**config.mk**
```make
export PLATFORM = sky130hd
export DESIGN_NAME = tt_sel_seq_flat
export DESIGN_NICKNAME = d
export VERILOG_FILES = /design/src/rtl/tt_sel_seq_pkg.sv /design/src/rtl/tt_sel_seq_if.sv /design/src/rtl/tt_sel_seq.sv /design/src/flat_wrapper.sv
export SDC_FILE = /design/constraint.sdc
export NUM_CORES = 1
export LEC_CHECK = 0
export BUFFER_PORTS_ARGS = -buffer_cell sky130_fd_sc_hd__buf_2
export CAP_MARGIN = 0
export CORE_MARGIN = 2
export CORE_UTILIZATION = 55
export DETAILED_ROUTE_END_ITERATION = 10
export PLACE_DENSITY = 0.76
export SLEW_MARGIN = 40
export SYNTH_ARGS = -nofsm -noshare
export SYNTH_HDL_FRONTEND = slang
export SYNTH_SLANG_ARGS = --single-unit
```
**constraint.sdc**
```tcl
create_clock -name clk -period 2.4 [get_ports clk]
set_input_delay 0.36 -clock clk [delete_from_list [all_inputs] [get_ports clk]]
set_output_delay 0.36 -clock clk [all_outputs]
set_load 0.02 [all_outputs]
```
**src/rtl/tt_sel_seq_pkg.sv**
```systemverilog
// Shared types for the tiny-tapeout design-select sequencer: FSM state
// encoding, phase-counter width and the phase reload helper.
package tt_sel_seq_pkg;

  localparam int PHASE_W = 8;

  typedef enum logic [2:0] {
    ST_IDLE,
    ST_RST,
    ST_INC_HI,
    ST_INC_LO,
    ST_SETTLE,
    ST_ACTIVE
  } state_t;

  // The phase counter counts down to zero, so a phase of N cycles loads N-1.
  function automatic logic [PHASE_W-1:0] phase_load(input int cycles);
    return PHASE_W'(cycles - 1);
  endfunction

endpackage

```
**src/rtl/tt_sel_seq_if.sv**
```systemverilog
// Valid/ready request channel carrying the target design-select address.
interface tt_sel_seq_if #(
  parameter int ADDR_W = 10
);

  logic              req_valid;
  logic              req_ready;
  logic [ADDR_W-1:0] req_addr;

  modport master (
    output req_valid,
    output req_addr,
    input  req_ready
  );

  modport slave (
    input  req_valid,
    input  req_addr,
    output req_ready
  );

endinterface

```
**src/rtl/tt_sel_seq.sv**
```systemverilog
// Design-select sequencer: resets the external mux controller, then issues
// one increment pulse per address step before enabling the selected design.
module tt_sel_seq
  import tt_sel_seq_pkg::*;
#(
  parameter int ADDR_W    = 10,
  parameter int PULSE_CYC = 2,
  parameter int RST_CYC   = 4
) (
  input  logic              clk,
  input  logic              rst,
  tt_sel_seq_if.slave       req,
  input  logic              disable_req,
  output logic              ctrl_sel_rst_n,
  output logic              ctrl_sel_inc,
  output logic              ctrl_ena,
  output logic              busy,
  output logic              done,
  output logic [ADDR_W-1:0] cur_addr
);

  localparam logic [PHASE_W-1:0] RST_LOAD   = phase_load(RST_CYC);
  localparam logic [PHASE_W-1:0] PULSE_LOAD = phase_load(PULSE_CYC);

  state_t             state;
  logic [PHASE_W-1:0] phase;
  logic [ADDR_W-1:0]  lat_addr;
  logic [ADDR_W-1:0]  inc_cnt;
  logic [ADDR_W-1:0]  inc_cnt_nxt;
  logic               phase_done;
  logic               accept;

  assign accept      = req.req_valid && req.req_ready;
  assign phase_done  = (phase == '0);
  // inc_cnt never exceeds lat_addr, so the top address completes without wrap.
  assign inc_cnt_nxt = inc_cnt + ADDR_W'(1);

  // NOTE: every register here uses <= so all of them update from the same
  // pre-edge values; a blocking = would let later lines see half-updated state.
  always_ff @(posedge clk) begin
    if (rst) begin
      state          <= ST_IDLE;
      phase          <= '0;
      lat_addr       <= '0;
      inc_cnt        <= '0;
      ctrl_sel_rst_n <= 1'b1;
      ctrl_sel_inc   <= 1'b0;
      ctrl_ena       <= 1'b0;
      req.req_ready  <= 1'b1;
      busy           <= 1'b0;
      done           <= 1'b0;
      cur_addr       <= '0;
    end else begin
      done <= 1'b0;

      case (state)
        ST_IDLE, ST_ACTIVE: begin
          // A new request outranks disable when both arrive in ACTIVE.
          if (accept) begin
            lat_addr       <= req.req_addr;
            inc_cnt        <= '0;
            phase          <= RST_LOAD;
            ctrl_ena       <= 1'b0;
            ctrl_sel_rst_n <= 1'b0;
            req.req_ready  <= 1'b0;
            busy           <= 1'b1;
            state          <= ST_RST;
          end else if (state == ST_ACTIVE && disable_req) begin
            ctrl_ena <= 1'b0;
            state    <= ST_IDLE;
          end
        end

        ST_RST: begin
          if (phase_done) begin
            ctrl_sel_rst_n <= 1'b1;
            phase          <= PULSE_LOAD;
            if (lat_addr == '0) begin
              state <= ST_SETTLE;
            end else begin
              ctrl_sel_inc <= 1'b1;
              state        <= ST_INC_HI;
            end
          end else begin
            phase <= phase - PHASE_W'(1);
          end
        end

        ST_INC_HI: begin
          if (phase_done) begin
            ctrl_sel_inc <= 1'b0;
            phase        <= PULSE_LOAD;
            state        <= ST_INC_LO;
          end else begin
            phase <= phase - PHASE_W'(1);
          end
        end

        ST_INC_LO: begin
          if (phase_done) begin
            inc_cnt <= inc_cnt_nxt;
            phase   <= PULSE_LOAD;
            if (inc_cnt_nxt == lat_addr) begin
              state <= ST_SETTLE;
            end else begin
              ctrl_sel_inc <= 1'b1;
              state        <= ST_INC_HI;
            end
          end else begin
            phase <= phase - PHASE_W'(1);
          end
        end

        ST_SETTLE: begin
          if (phase_done) begin
            ctrl_ena      <= 1'b1;
            done          <= 1'b1;
            cur_addr      <= lat_addr;
            req.req_ready <= 1'b1;
            busy          <= 1'b0;
            state         <= ST_ACTIVE;
          end else begin
            phase <= phase - PHASE_W'(1);
          end
        end

        default: begin
          ctrl_sel_rst_n <= 1'b1;
          ctrl_sel_inc   <= 1'b0;
          ctrl_ena       <= 1'b0;
          req.req_ready  <= 1'b1;
          busy           <= 1'b0;
          state          <= ST_IDLE;
        end
      endcase
    end
  end

  // The controller must never see an increment while it is held in reset.
  a_no_inc_in_rst: assert property (@(posedge clk) disable iff (rst)
    !(ctrl_sel_inc && !ctrl_sel_rst_n));

  a_done_with_ena: assert property (@(posedge clk) disable iff (rst)
    done |-> ctrl_ena);

  a_ready_not_busy: assert property (@(posedge clk) disable iff (rst)
    req.req_ready == !busy);

endmodule

```
**src/flat_wrapper.sv**
```systemverilog
// flat-port wrapper written by rule: the top's interface ports become plain ports
module tt_sel_seq_flat import tt_sel_seq_pkg::*;
#(
  parameter int ADDR_W    = 10,
  parameter int PULSE_CYC = 2,
  parameter int RST_CYC   = 4
)
  (clk, rst, disable_req, ctrl_sel_rst_n, ctrl_sel_inc, ctrl_ena, busy, done, cur_addr, req_req_valid, req_req_addr, req_req_ready);
  tt_sel_seq_if #(.ADDR_W(ADDR_W)) req_i ();
  input  logic clk;
  input  logic rst;
  input  logic disable_req;
  output logic ctrl_sel_rst_n;
  output logic ctrl_sel_inc;
  output logic ctrl_ena;
  output logic busy;
  output logic done;
  output logic [ADDR_W-1:0] cur_addr;
  input wire logic [$bits(req_i.req_valid)-1:0] req_req_valid;
  input wire logic [$bits(req_i.req_addr)-1:0] req_req_addr;
  output wire logic [$bits(req_i.req_ready)-1:0] req_req_ready;
  assign req_i.req_valid = req_req_valid;
  assign req_i.req_addr = req_req_addr;
  assign req_req_ready = req_i.req_ready;
  tt_sel_seq #(.ADDR_W(ADDR_W), .PULSE_CYC(PULSE_CYC), .RST_CYC(RST_CYC)) u_core (.clk(clk), .rst(rst), .req(req_i), .disable_req(disable_req), .ctrl_sel_rst_n(ctrl_sel_rst_n), .ctrl_sel_inc(ctrl_sel_inc), .ctrl_ena(ctrl_ena), .busy(busy), .done(done), .cur_addr(cur_addr));
endmodule
```
==> reports/metrics.cfg <==
[run_status]
status=finished clean

[global_routing]
grt_pass1_vias=2145
grt.total_usage=0.240
grt_pass1_wl_mm=9.93
grt.overflow.total=0
grt_max_degree=24
antenna_found_initial=0

[cells_and_area]
nFillCells=379
antennaDiodeCount=0
multi_input_area_um2=1490
area_growth_pct=14.5
nNetsFinal=354
drive_gt1_frac=0.166
register_area_um2=941

[floorplanning]
die_w_um=71.8
initial_utilization=0.576
core_um2=4380
ios=30
dieHeight_um=71.8
rows=24
die-area_um2=5150

[worst_setup_path]
cp_data_arrival_time_ns=2.51
path_cells=inv_1 > ha_1 > or3b_1 > or3_4 > or4_1 > a21oi_1
cp_max_fo=15
rrSetupSlack_ns=0.13
end_kind=flop
worstRegToRegCells=6
critical_path_class=flop to flop
critPathLaunchType=flop
critPathRequiredTime_ns=2.64
crit_path_max_incr_delay_ns=0.52
slowest_stage=or4_1

[cts]
tritoncts=done
cts_hold_buf=0
cts-root-buf=clkbuf_8
clk_pin_slew_worst_paths_ns=0.09
h-tree-depth=2
post_cts_resized=0
clock_latency_ns=0.30
postCtsSetupBuffers=0
clockBufferDepth=2
cts_num_sinks=47
cts_buffers=5

[power_and_ir_drop]
vdd_drop_max_mv=0.552
power_density_nw_per_um2=799
p_leak_nw=1.25

[yosys]
ys_top_cells_by_area=dfxtp_1, mux2i_1, nor2_1
syn-num-nets=324
synth_ff_type=dfxtp_1
synth.most_common_cell=nor2_1
yosys.area.top_type_share=0.373
postSynth.asyncResetShare=0
synth.cell_area_um2=2520
synth_cell_types=55
synth_edf_count=0
synthCells=307
ys_ff_latch=47
avgSynthCellArea_um2=8.22
synth_common_cells=nor2_1, dfxtp_1, a21oi_1
yosysSeqAreaShare=0.373
synth_top_area_cell=dfxtp_1
yosys_warnings=0

[timing]
period_needed_ns=2.27
final-hold-violation-count=0
fin_skew_ns=0.00634
tns_ns=0
drv_slew=0
grt_setup_unrepaired=no
worstMarginPinSlew_ns=0.654
fin_crit_sh=0.946
hold_ws_ns=0.288
max_freq_mhz=441
finalSetupViolCount=0
max-slew-margin-rel=0.563

[detailed_routing]
wl_per_cell_um=15.1
drt-total-wl_mm=5.90
drtAntennaViolNets=0
drtIter0Drc=207
drtPass1Iterations=5
vias_per_cell=6.05
routed-via-count=2361
drc_errors=0

[hold_path]
hold_depth=3
min_path_type=input port to flop

[flow_run]
drv_cap=0

[placement]
finalWeightedCongestion=0.869
hpwl_mm=4.16
port_buffers=29

[layer usage]
layer	global-route usage	share of wire	vias up
met2	0.362	0.45	75
met1	0.342	0.48	1096
met5	0	0	-
met3	0.0549	0.053	10
met4	0.0776	0.011	0
li1	-	-	1180
[layout by cell type, fill, tap and decap left out, types with 2 or more instances in the layout]
| master | count |
|---|---|
| nor2_1 | 50 |
| dfxtp_1 | 47 |
| buf_2 | 29 |
| a21oi_1 | 22 |
| mux2i_1 | 20 |
| o21ai_0 | 17 |
| buf_4 | 14 |
| nand2_1 | 10 |
| xor2_1 | 10 |
| inv_1 | 8 |
| a31oi_1 | 8 |
| nand3_1 | 7 |
| nand3b_1 | 6 |
| or4_1 | 6 |
| xnor2_1 | 6 |
| nor3b_1 | 5 |
| nor3_1 | 5 |
| clkbuf_8 | 5 |
| or3_1 | 4 |
| o2111ai_1 | 4 |
| and3_1 | 3 |
| nor4_1 | 3 |
| o31ai_1 | 3 |
| a211oi_1 | 3 |
| o22ai_1 | 3 |
| nand4_1 | 2 |
| a22oi_1 | 2 |
| a221oi_1 | 2 |
| nand2b_1 | 2 |
| o32ai_1 | 2 |
| o211ai_1 | 2 |
| ha_1 | 2 |
[kinds of logic (layout without fill, tap and decap cells)]
logic type      Yosys count  count (layout)  share of synthesized area
flops                    47              47                      0.373
fa+ha+maj                 3               3                     0.0149
compound gates           82              82                      0.211
mux                      20              20                     0.0793
buf+inv                  28              59                     0.0426
simple gates            111             111                      0.224
xor+xnor                 16              16                     0.0555
[final timing paths]
check                                         from            endpoint
worst min-delay path               req_req_addr[7]  u_core.lat_addr[7]
worst min register to register  u_core.cur_addr[2]  u_core.cur_addr[2]
worst max-delay path               u_core.phase[0]   u_core.inc_cnt[5]
worst max register to register     u_core.phase[0]   u_core.inc_cnt[5]
[per-stage QoR]
stage | instances | setup slack, ns | power, mW | utilization | area [µm²]
finish | 390 | 0.130 | 2.31 | 0.659 | 2890
global route | 390 | 0.00749 | 2.45 | 0.659 | 2890
CTS | 390 | 0.0906 | 2.31 | 0.656 | 2880
detailed placement | 382 | 0.141 | 1.71 | 0.630 | 2760
global placement | 382 | 0.205 | 1.70 | 0.630 | 2760
floorplan | 307 | 0.298 | 1.51 | - | 2520
[registers in the layout, indices dropped and copies added (netlist names), 3 cells and up]
register         cells
u_core.cur_addr     10
u_core.inc_cnt      10
u_core.lat_addr     10
u_core.phase         8
u_core.state         3
[power breakdown]
part	internal, mW	switching [mW]	total [mW]
clock	0.310	0.277	0.587
sequential	0.857	0.0961	0.953
combinational	0.329	0.440	0.769
[worst max-delay path, delay by kind of cell, from the launching register on]
kind / cells / cell delay, ns
flops: 1 / 0.34
simple gates: 3 / 1.45
fa+ha+maj: 1 / 0.17
compound gates: 1 / 0.14
buf+inv: 1 / 0.12
[cell type report]
class,instances,share of cell area
clock inverter,3,0.0152
tap,52,0.0225
timing repair buffer,43,0.0866
multi-input combinational,232,0.516
sequential,47,0.326
clock buffer,5,0.0238
inverter,8,0.0104
(Power assumes the default switching activity.)
